### src/rtl/prbs15_pattern_gen.sv
`timescale 1ns/1ps
// -----------------------------------------------------------------------------
// prbs15_pattern_gen
//
// Transmit-side link-test byte source. One enable pulse starts a run that emits
// a captured 4-byte pattern n times (LSB byte first), followed by a 4-byte
// burst from a PRBS-15 LFSR (x^15+x^14+1) that is reseeded with 7FFF on
// every start. One byte per clock; Valid marks every generated byte.
//
// Ports
//   clk          rising-edge clock
//   arst_n       asynchronous active-low reset
//   enable       start request, honoured only while idle
//   n            number of pattern repetitions (0..31), captured at start
//   Pattern      pattern bytes, byte k = Pattern[8k+7:8k], captured at start
//   Valid        byte_out carries a generated byte this cycle (registered)
//   byte_out     generated byte, 0 while Valid=0 (registered)
//   dbg_state_o  current FSM state (0=IDLE, 1=PATT, 2=PRBS)
//
// Handshake: there is no back-pressure. enable is a request sampled on rising
// clk edges; it is accepted only in IDLE and ignored otherwise. Valid is a pure
// qualifier: whenever it is high, byte_out must be consumed that cycle.
// -----------------------------------------------------------------------------
module prbs15_pattern_gen #(
    parameter int patt_width   = 8,
    parameter int patt_num     = 4,
    parameter int REPEAT_TIMES = 5,
    parameter int PATT_W       = (patt_width << patt_num) / 4
) (
    input  logic                    clk,
    input  logic                    arst_n,
    input  logic                    enable,
    input  logic [REPEAT_TIMES-1:0] n,
    input  logic [PATT_W-1:0]       Pattern,
    output logic                    Valid,
    output logic [patt_width-1:0]   byte_out,
    output logic [1:0]              dbg_state_o
);

    localparam int                IDX_W     = $clog2(patt_num);
    localparam logic [IDX_W-1:0]  LAST_IDX  = IDX_W'(patt_num - 1);
    localparam logic [14:0]       LFSR_SEED = 15'h7FFF;

    typedef enum logic [1:0] {
        IDLE = 2'd0,
        PATT = 2'd1,
        PRBS = 2'd2
    } state_t;

    state_t                  state_q;
    logic [PATT_W-1:0]       patt_q;
    logic [REPEAT_TIMES-1:0] n_q;
    logic [IDX_W-1:0]        idx_q;
    logic [REPEAT_TIMES-1:0] rep_q;
    logic [14:0]             lfsr_q;
    logic                    valid_q;
    logic [patt_width-1:0]   byte_q;

    logic [patt_width-1:0]   patt_byte_d;
    logic [patt_width-1:0]   prbs_byte_d;
    logic [14:0]             lfsr_d;

    // Byte of the captured pattern selected by the byte index.
    always_comb begin
        patt_byte_d = '0;
        for (int k = 0; k < patt_num; k++) begin
            if (idx_q == IDX_W'(k)) begin
                patt_byte_d = patt_q[k*patt_width +: patt_width];
            end
        end
    end

    // Eight LFSR steps unrolled into one clock: step j's output bit (s[14]
    // before the shift) lands in byte bit j, so bit 0 is the oldest bit.
    always_comb begin
        lfsr_d      = lfsr_q;
        prbs_byte_d = '0;
        for (int j = 0; j < patt_width; j++) begin
            prbs_byte_d[j] = lfsr_d[14];
            lfsr_d         = {lfsr_d[13:0], lfsr_d[14] ^ lfsr_d[13]};
        end
    end

    always_ff @(posedge clk or negedge arst_n) begin
        if (!arst_n) begin
            state_q <= IDLE;
            patt_q  <= '0;
            n_q     <= '0;
            idx_q   <= '0;
            rep_q   <= '0;
            lfsr_q  <= LFSR_SEED;
            valid_q <= 1'b0;
            byte_q  <= '0;
        end else begin
            case (state_q)
                IDLE: begin
                    valid_q <= 1'b0;
                    byte_q  <= '0;
                    if (enable) begin
                        patt_q  <= Pattern;
                        n_q     <= n;
                        idx_q   <= '0;
                        rep_q   <= '0;
                        lfsr_q  <= LFSR_SEED;
                        state_q <= (n != '0) ? PATT : PRBS;
                    end
                end
                PATT: begin
                    valid_q <= 1'b1;
                    byte_q  <= patt_byte_d;
                    idx_q   <= idx_q + IDX_W'(1);
                    if (idx_q == LAST_IDX) begin
                        rep_q <= rep_q + REPEAT_TIMES'(1);
                        // n_q is non-zero here: PATT is only entered with n != 0.
                        if (rep_q == n_q - REPEAT_TIMES'(1)) begin
                            state_q <= PRBS;
                        end
                    end
                end
                PRBS: begin
                    valid_q <= 1'b1;
                    byte_q  <= prbs_byte_d;
                    lfsr_q  <= lfsr_d;
                    idx_q   <= idx_q + IDX_W'(1);
                    if (idx_q == LAST_IDX) begin
                        state_q <= IDLE;
                    end
                end
                default: begin
                    state_q <= IDLE;
                    valid_q <= 1'b0;
                    byte_q  <= '0;
                end
            endcase
        end
    end

    assign Valid       = valid_q;
    assign byte_out    = byte_q;
    assign dbg_state_o = state_q;

endmodule

### config.mk
export PLATFORM = sky130hd
export DESIGN_NAME = prbs15_pattern_gen
export DESIGN_NICKNAME = d
export VERILOG_FILES = /design/src/rtl/prbs15_pattern_gen.sv
export SDC_FILE = /design/constraint.sdc
export NUM_CORES = 1
export LEC_CHECK = 0
export CORE_ASPECT_RATIO = 2
export CORE_UTILIZATION = 30
export CTS_BUF_LIST = sky130_fd_sc_hd__clkbuf_4
export CTS_CLUSTER_SIZE = 40
export DETAILED_ROUTE_END_ITERATION = 7
export GPL_ROUTABILITY_DRIVEN = 0
export PLACE_DENSITY_LB_ADDON = 0.25
export SYNTH_ARGS = -nofsm -noshare
export SYNTH_HDL_FRONTEND = slang
export SYNTH_SLANG_ARGS = --single-unit
### constraint.sdc
create_clock -name clk -period 2.6 [get_ports clk]
set_clock_uncertainty 0.15 [all_clocks]
set_input_delay 0.26 -clock clk [delete_from_list [all_inputs] [get_ports clk]]
set_output_delay 0.26 -clock clk [all_outputs]
set_load 0.1 [all_outputs]
After elaboration in Yosys (flattened, before gate mapping):

Cells that the tools add are included.

* register bits after elaboration: 70
* input port bits: 40
* output and inout port bits: 11

* add/sub/neg operators: 3
* equal/unequal tests: 10
* multiplexer cells: 19
* bitwise gates (word level): 8
* reduce and logical (&&, ||, !) cells: 12

Operators by type and width (count)
* two-way mux 8 bit: 4
* one-hot mux 15 bit (2 select lines): 1
* one-hot mux 8 bit (2 select lines): 1
* two-way mux 15 bit: 1
* two-way mux 2 bit: 6
* two-way mux 5 bit: 2
* one-hot mux 5 bit (2 select lines): 1
* != test 2 bit, second input constant: 4
* XOR 1 bit: 8
* == test 2 bit, second input constant: 3
* one-hot mux 2 bit (3 select lines): 1
* AND reduction 2 bit: 3
* nonzero test 2 bit: 3
* adder 5 x 1 -> 5 bit, second input constant: 1
* == test 5 bit: 1
* nonzero test 5 bit: 1
* subtractor 5 x 1 -> 5 bit, second input constant: 1
* == test 2 x 1 -> 1 bit, second input constant: 2
* zero test 2 bit: 2
* one-hot mux 2 bit (2 select lines): 1
* AND reduction 4 bit: 1
* AND reduction 3 bit: 1
* adder 2 x 1 -> 2 bit, second input constant: 1
* OR reduction 2 bit: 1
* two-way mux 1 bit: 1

Longest topological paths before layout:

* depth after elaboration: 6
* mapped depth: 9

Least setup slack after synthesis:

No wires, ideal clock.

* path type: register -> register
* start point: register state_q[0], in the netlist dbg_state_o[0]
* end point: register state_q[0], in the netlist dbg_state_o[0]
* arrival time: 2347 ps
* slack: -27 ps
* stages on the path, launching flop included: 10
* path through: dfrtp_1 inv_1 ha_1 buf_2 nand2b_1 buf_4 o21ai_0 a2111oi_4 a41oi_2 mux2i_1

* longest elaborated chain between the ends: 3
* elaborated cells between the ends (all ways): 9
* classes of those cells: eq/ne (6); mux (1); reduce/logical (2)

Ends and longest elaborated chain
* from (decl): line 50 `state_t state_q;`
* from (signal assigned): line 105 `state_q <= (n != '0) ? PATT : PRBS;`
* == test 2 x 1 -> 1 bit (tied with other cells): line 95 `case (state_q)`
* != test 2 bit (no line)
* AND reduction 4 bit (no line)

Parallel ways exist; a longest one is shown, timed or not.
A chain may end at the register's enable or synchronous reset.

Final worst setup path:

* start point: register state_q[1], in the netlist dbg_state_o[1]
* end point: register state_q[1], in the netlist dbg_state_o[1]

Same word-level chain as after synthesis.

==> flow_metrics.py <==
metrics = {
    "sta": {
        "max_slew_margin": 0.573,
        "hold_viol_final": 0,
        "max_freq_mhz": 460,
        "finalCritPeriodShare": 0.837,
        "setup_tns_ps": 0,
        "hold_ws_ps": 236,
        "slew_violations": 0,
        "setup_viol": 0,
        "post-route-min-period_ps": 2180,
        "rsz0062_at_grt": "no",
        "worst_pin_slew_ps": 641,
    },
    "routing": {
        "dr.pass1.iters": 4,
        "vias": 2269,
        "wirelength_mm": 7.18,
        "via_per_inst": 4.87,
        "wl_per_cell_um": 15.4,
        "dr.first_iter.drc_count": 60,
        "drc_errors": 0,
        "ant_nets": 0,
    },
    "final_layout": {
        "fillCellCount": 1090,
        "drive_gt1_frac": 0.265,
        "fin_area_um2": 4080,
        "synthToLayoutAreaGrowth_pct": 23.5,
        "final_nets": 372,
        "multiInputGateArea_um2": 1440,
        "seq_area_um2": 1770,
    },
    "placement": {
        "dp_hpwl_mm": 5.46,
        "placed_cell_area_um2": 3940,
        "io_buffers": 50,
    },
    "synthesis": {
        "netlist_area_um2": 3300,
        "avgSynthCellArea_um2": 12.1,
        "yosys.cell_types.count": 36,
        "yosys_register_bits": 70,
        "syn-num-nets": 321,
        "syn_inst": 272,
        "yosysWarnings": 0,
        "synthFlopType": "dfrtp_1",
        "synthArstFlopShare": 1.00,
        "synth-seq-area-share": 0.536,
        "synth_edf_count": 0,
    },
    "floorplan": {
        "die_y_um": 150,
        "io-pin-count": 51,
        "start_util": 0.311,
        "dieWidth_um": 76.2,
        "design.die.area_um2": 11500,
        "coreArea_um2": 10600,
        "num_rows": 53,
    },
    "global_route": {
        "gr-usage-met1": 0.147,
        "grt_max_degree": 45,
        "busiest_layer": "met2",
        "grt_usage": 0.138,
        "grt_util_met3": 0.0309,
        "grt_pass1_wl_mm": 11.9,
        "globalRouteOverflowTotal": 0,
        "grtUsageMet2": 0.249,
        "antenna_found_initial": 1,
        "grt_pass1_vias": 2274,
    },
    "flow_run": {
        "cap_violations": 0,
    },
    "power_and_ir_drop": {
        "seqPwrFrac": 0.588,
        "p_leak_uw": 0.00184,
        "p_int_uw": 1450,
        "comb_power_share": 0.047,
        "switchingPower_uw": 400,
        "power_frac_clock": 0.365,
        "p_per_area_nw_per_um2": 454,
        "ir_drop_mv": 0.293,
        "swShare": 0.216,
    },
    "cts": {
        "cts_tree": "yes",
        "cts_buffer_depth": 2,
        "cts_buffers": 9,
        "clkLatencyLatePin_ps": 410,
        "post_cts_buffers": 0,
        "cts_sinks": 70,
        "cts-root-buf": "clkbuf_4",
        "h-tree-depth": 3,
        "path_clk_slew_ps": 110,
    },
    "worst_setup_path": {
        "cp.arrival_ps": 2360,
        "endpoint_kind": "flop",
        "worstPathRequired_ps": 2780,
        "crit_type": "flop to flop",
        "path_max_fanout": 10,
        "cp-start-kind": "flop",
    },
    "worst_hold_path": {
        "hp-class": "input pin to async pin",
    },
    "status": {
        "status": "finished clean",
    },
}
## power groups by stage
stage | clock network [uW] | registers [uW] | logic, uW
finish | 676 | 1090 | 86.1
global route | 753 | 1090 | 95.8
CTS | 707 | 1090 | 89.5
detailed placement | 0 | 1110 | 88.2
global placement | 0 | 1110 | 88.2
floorplan | 0 | 1110 | 1.34
## worst max-delay path, cell delays in order, from the launching register on
cell and delay (ps):
dfrtp_1 410, inv_1 80, ha_1 290, nand2b_1 310, o21ai_0 250, a2111oi_4 270
nand4_1 140, a22oi_1 190
## routing by layer
metal | wire, um | share of wire | up-vias
li1 | - | - | 1077
met1 | 2740 | 0.38 | 1141
met4 | 206 | 0.029 | 0
met5 | 0 | 0 | -
met3 | 217 | 0.030 | 11
met2 | 4010 | 0.56 | 40
## cells by family after synthesis
| kind of cell | after synthesis | share of synthesized area |
|---|---|---|
| AOI/OAI and AO/OA | 64 | 0.150 |
| xor gates and xnor gates | 16 | 0.0424 |
| adders and majority gates | 9 | 0.0341 |
| buffers and inverters | 23 | 0.0295 |
| DFF | 70 | 0.536 |
| muxes | 40 | 0.135 |
| and+or+nand+nor | 50 | 0.0735 |
## repair_timing
action / in CTS / in global routing
hold endpoints to repair: 18 / 0
hold buffers: 1 / 0
setup endpoints to repair: 0 / 0
resized for setup: 0 / 0
## registers in the layout, indices dropped and copies added (netlist names)
name,flops
lfsr_q,15
n_q,5
rep_q,5
Valid,1
idx_q,2
patt_q,32
byte_out,8
dbg_state_o,2
## synthesized netlist by cell type, drive strengths merged (7+ instances only)
cell type  instances  share of area
dfstp             15           0.12
a22oi             15          0.034
xor2              11          0.029
nand2             24          0.027
mux2              37           0.13
inv                7         0.0080
nor2               7         0.0080
clkbuf             9          0.010
o21ai             13          0.020
dfrtp             55           0.42
buf                7          0.011
o22a              15          0.040
a21boi             8          0.018
ha                 9          0.034
## final timing paths
path                           startpoint        endpoint  slack [ps]  cells past startpoint
setup / recovery           dbg_state_o[1]  dbg_state_o[1]         420                      7
hold / removal                     arst_n      patt_q[25]         240                      2
setup reg to reg           dbg_state_o[1]  dbg_state_o[1]         420                      7
hold reg to reg                patt_q[12]      patt_q[12]         370                      1
max in group asynchronous          arst_n       lfsr_q[8]        1350                      3
min in group clk              Pattern[18]      patt_q[18]         300                      2
## layout by cell type, fill, tap and decap left out, types with 2 or more instances in the layout
cell,instances
dfrtp_1,54
clkdlybuf4s50_1,38
mux2_2,37
nand2_1,24
a22oi_1,15
o22a_1,15
dfstp_2,15
buf_4,14
o21ai_0,13
xor2_1,11
clkbuf_4,11
ha_1,9
a21boi_0,8
inv_1,7
nor2_1,7
xnor2_1,5
nand3_1,5
nand2b_1,4
a21oi_1,3
mux2i_1,3
nor2b_1,2
o21a_1,2
nand4_1,2
a22o_1,2
clkinv_1,2
buf_12,2
## final cells by class
type	instances	area share
clock buffer	11	0.0202
antenna	1	0.000613
clock inverter	5	0.0123
inverter	7	0.00644
sequential	70	0.434
tap	137	0.0420
timing repair buffer	56	0.132
multi-input combinational	179	0.352
## stage by stage
stage / util / total power, uW / instances / worst slack [ps]
final: 0.385 / 1850 / 466 / 425
after global placement: 0.371 / 1200 / 448 / 428
after detailed placement: 0.371 / 1200 / 448 / 411
after floorplan: - / 1110 / 272 / 18.2
after CTS: 0.384 / 1890 / 465 / 409
after global routing: 0.385 / 1940 / 466 / 282
Note: power is estimated with default switching activity, not from simulation.
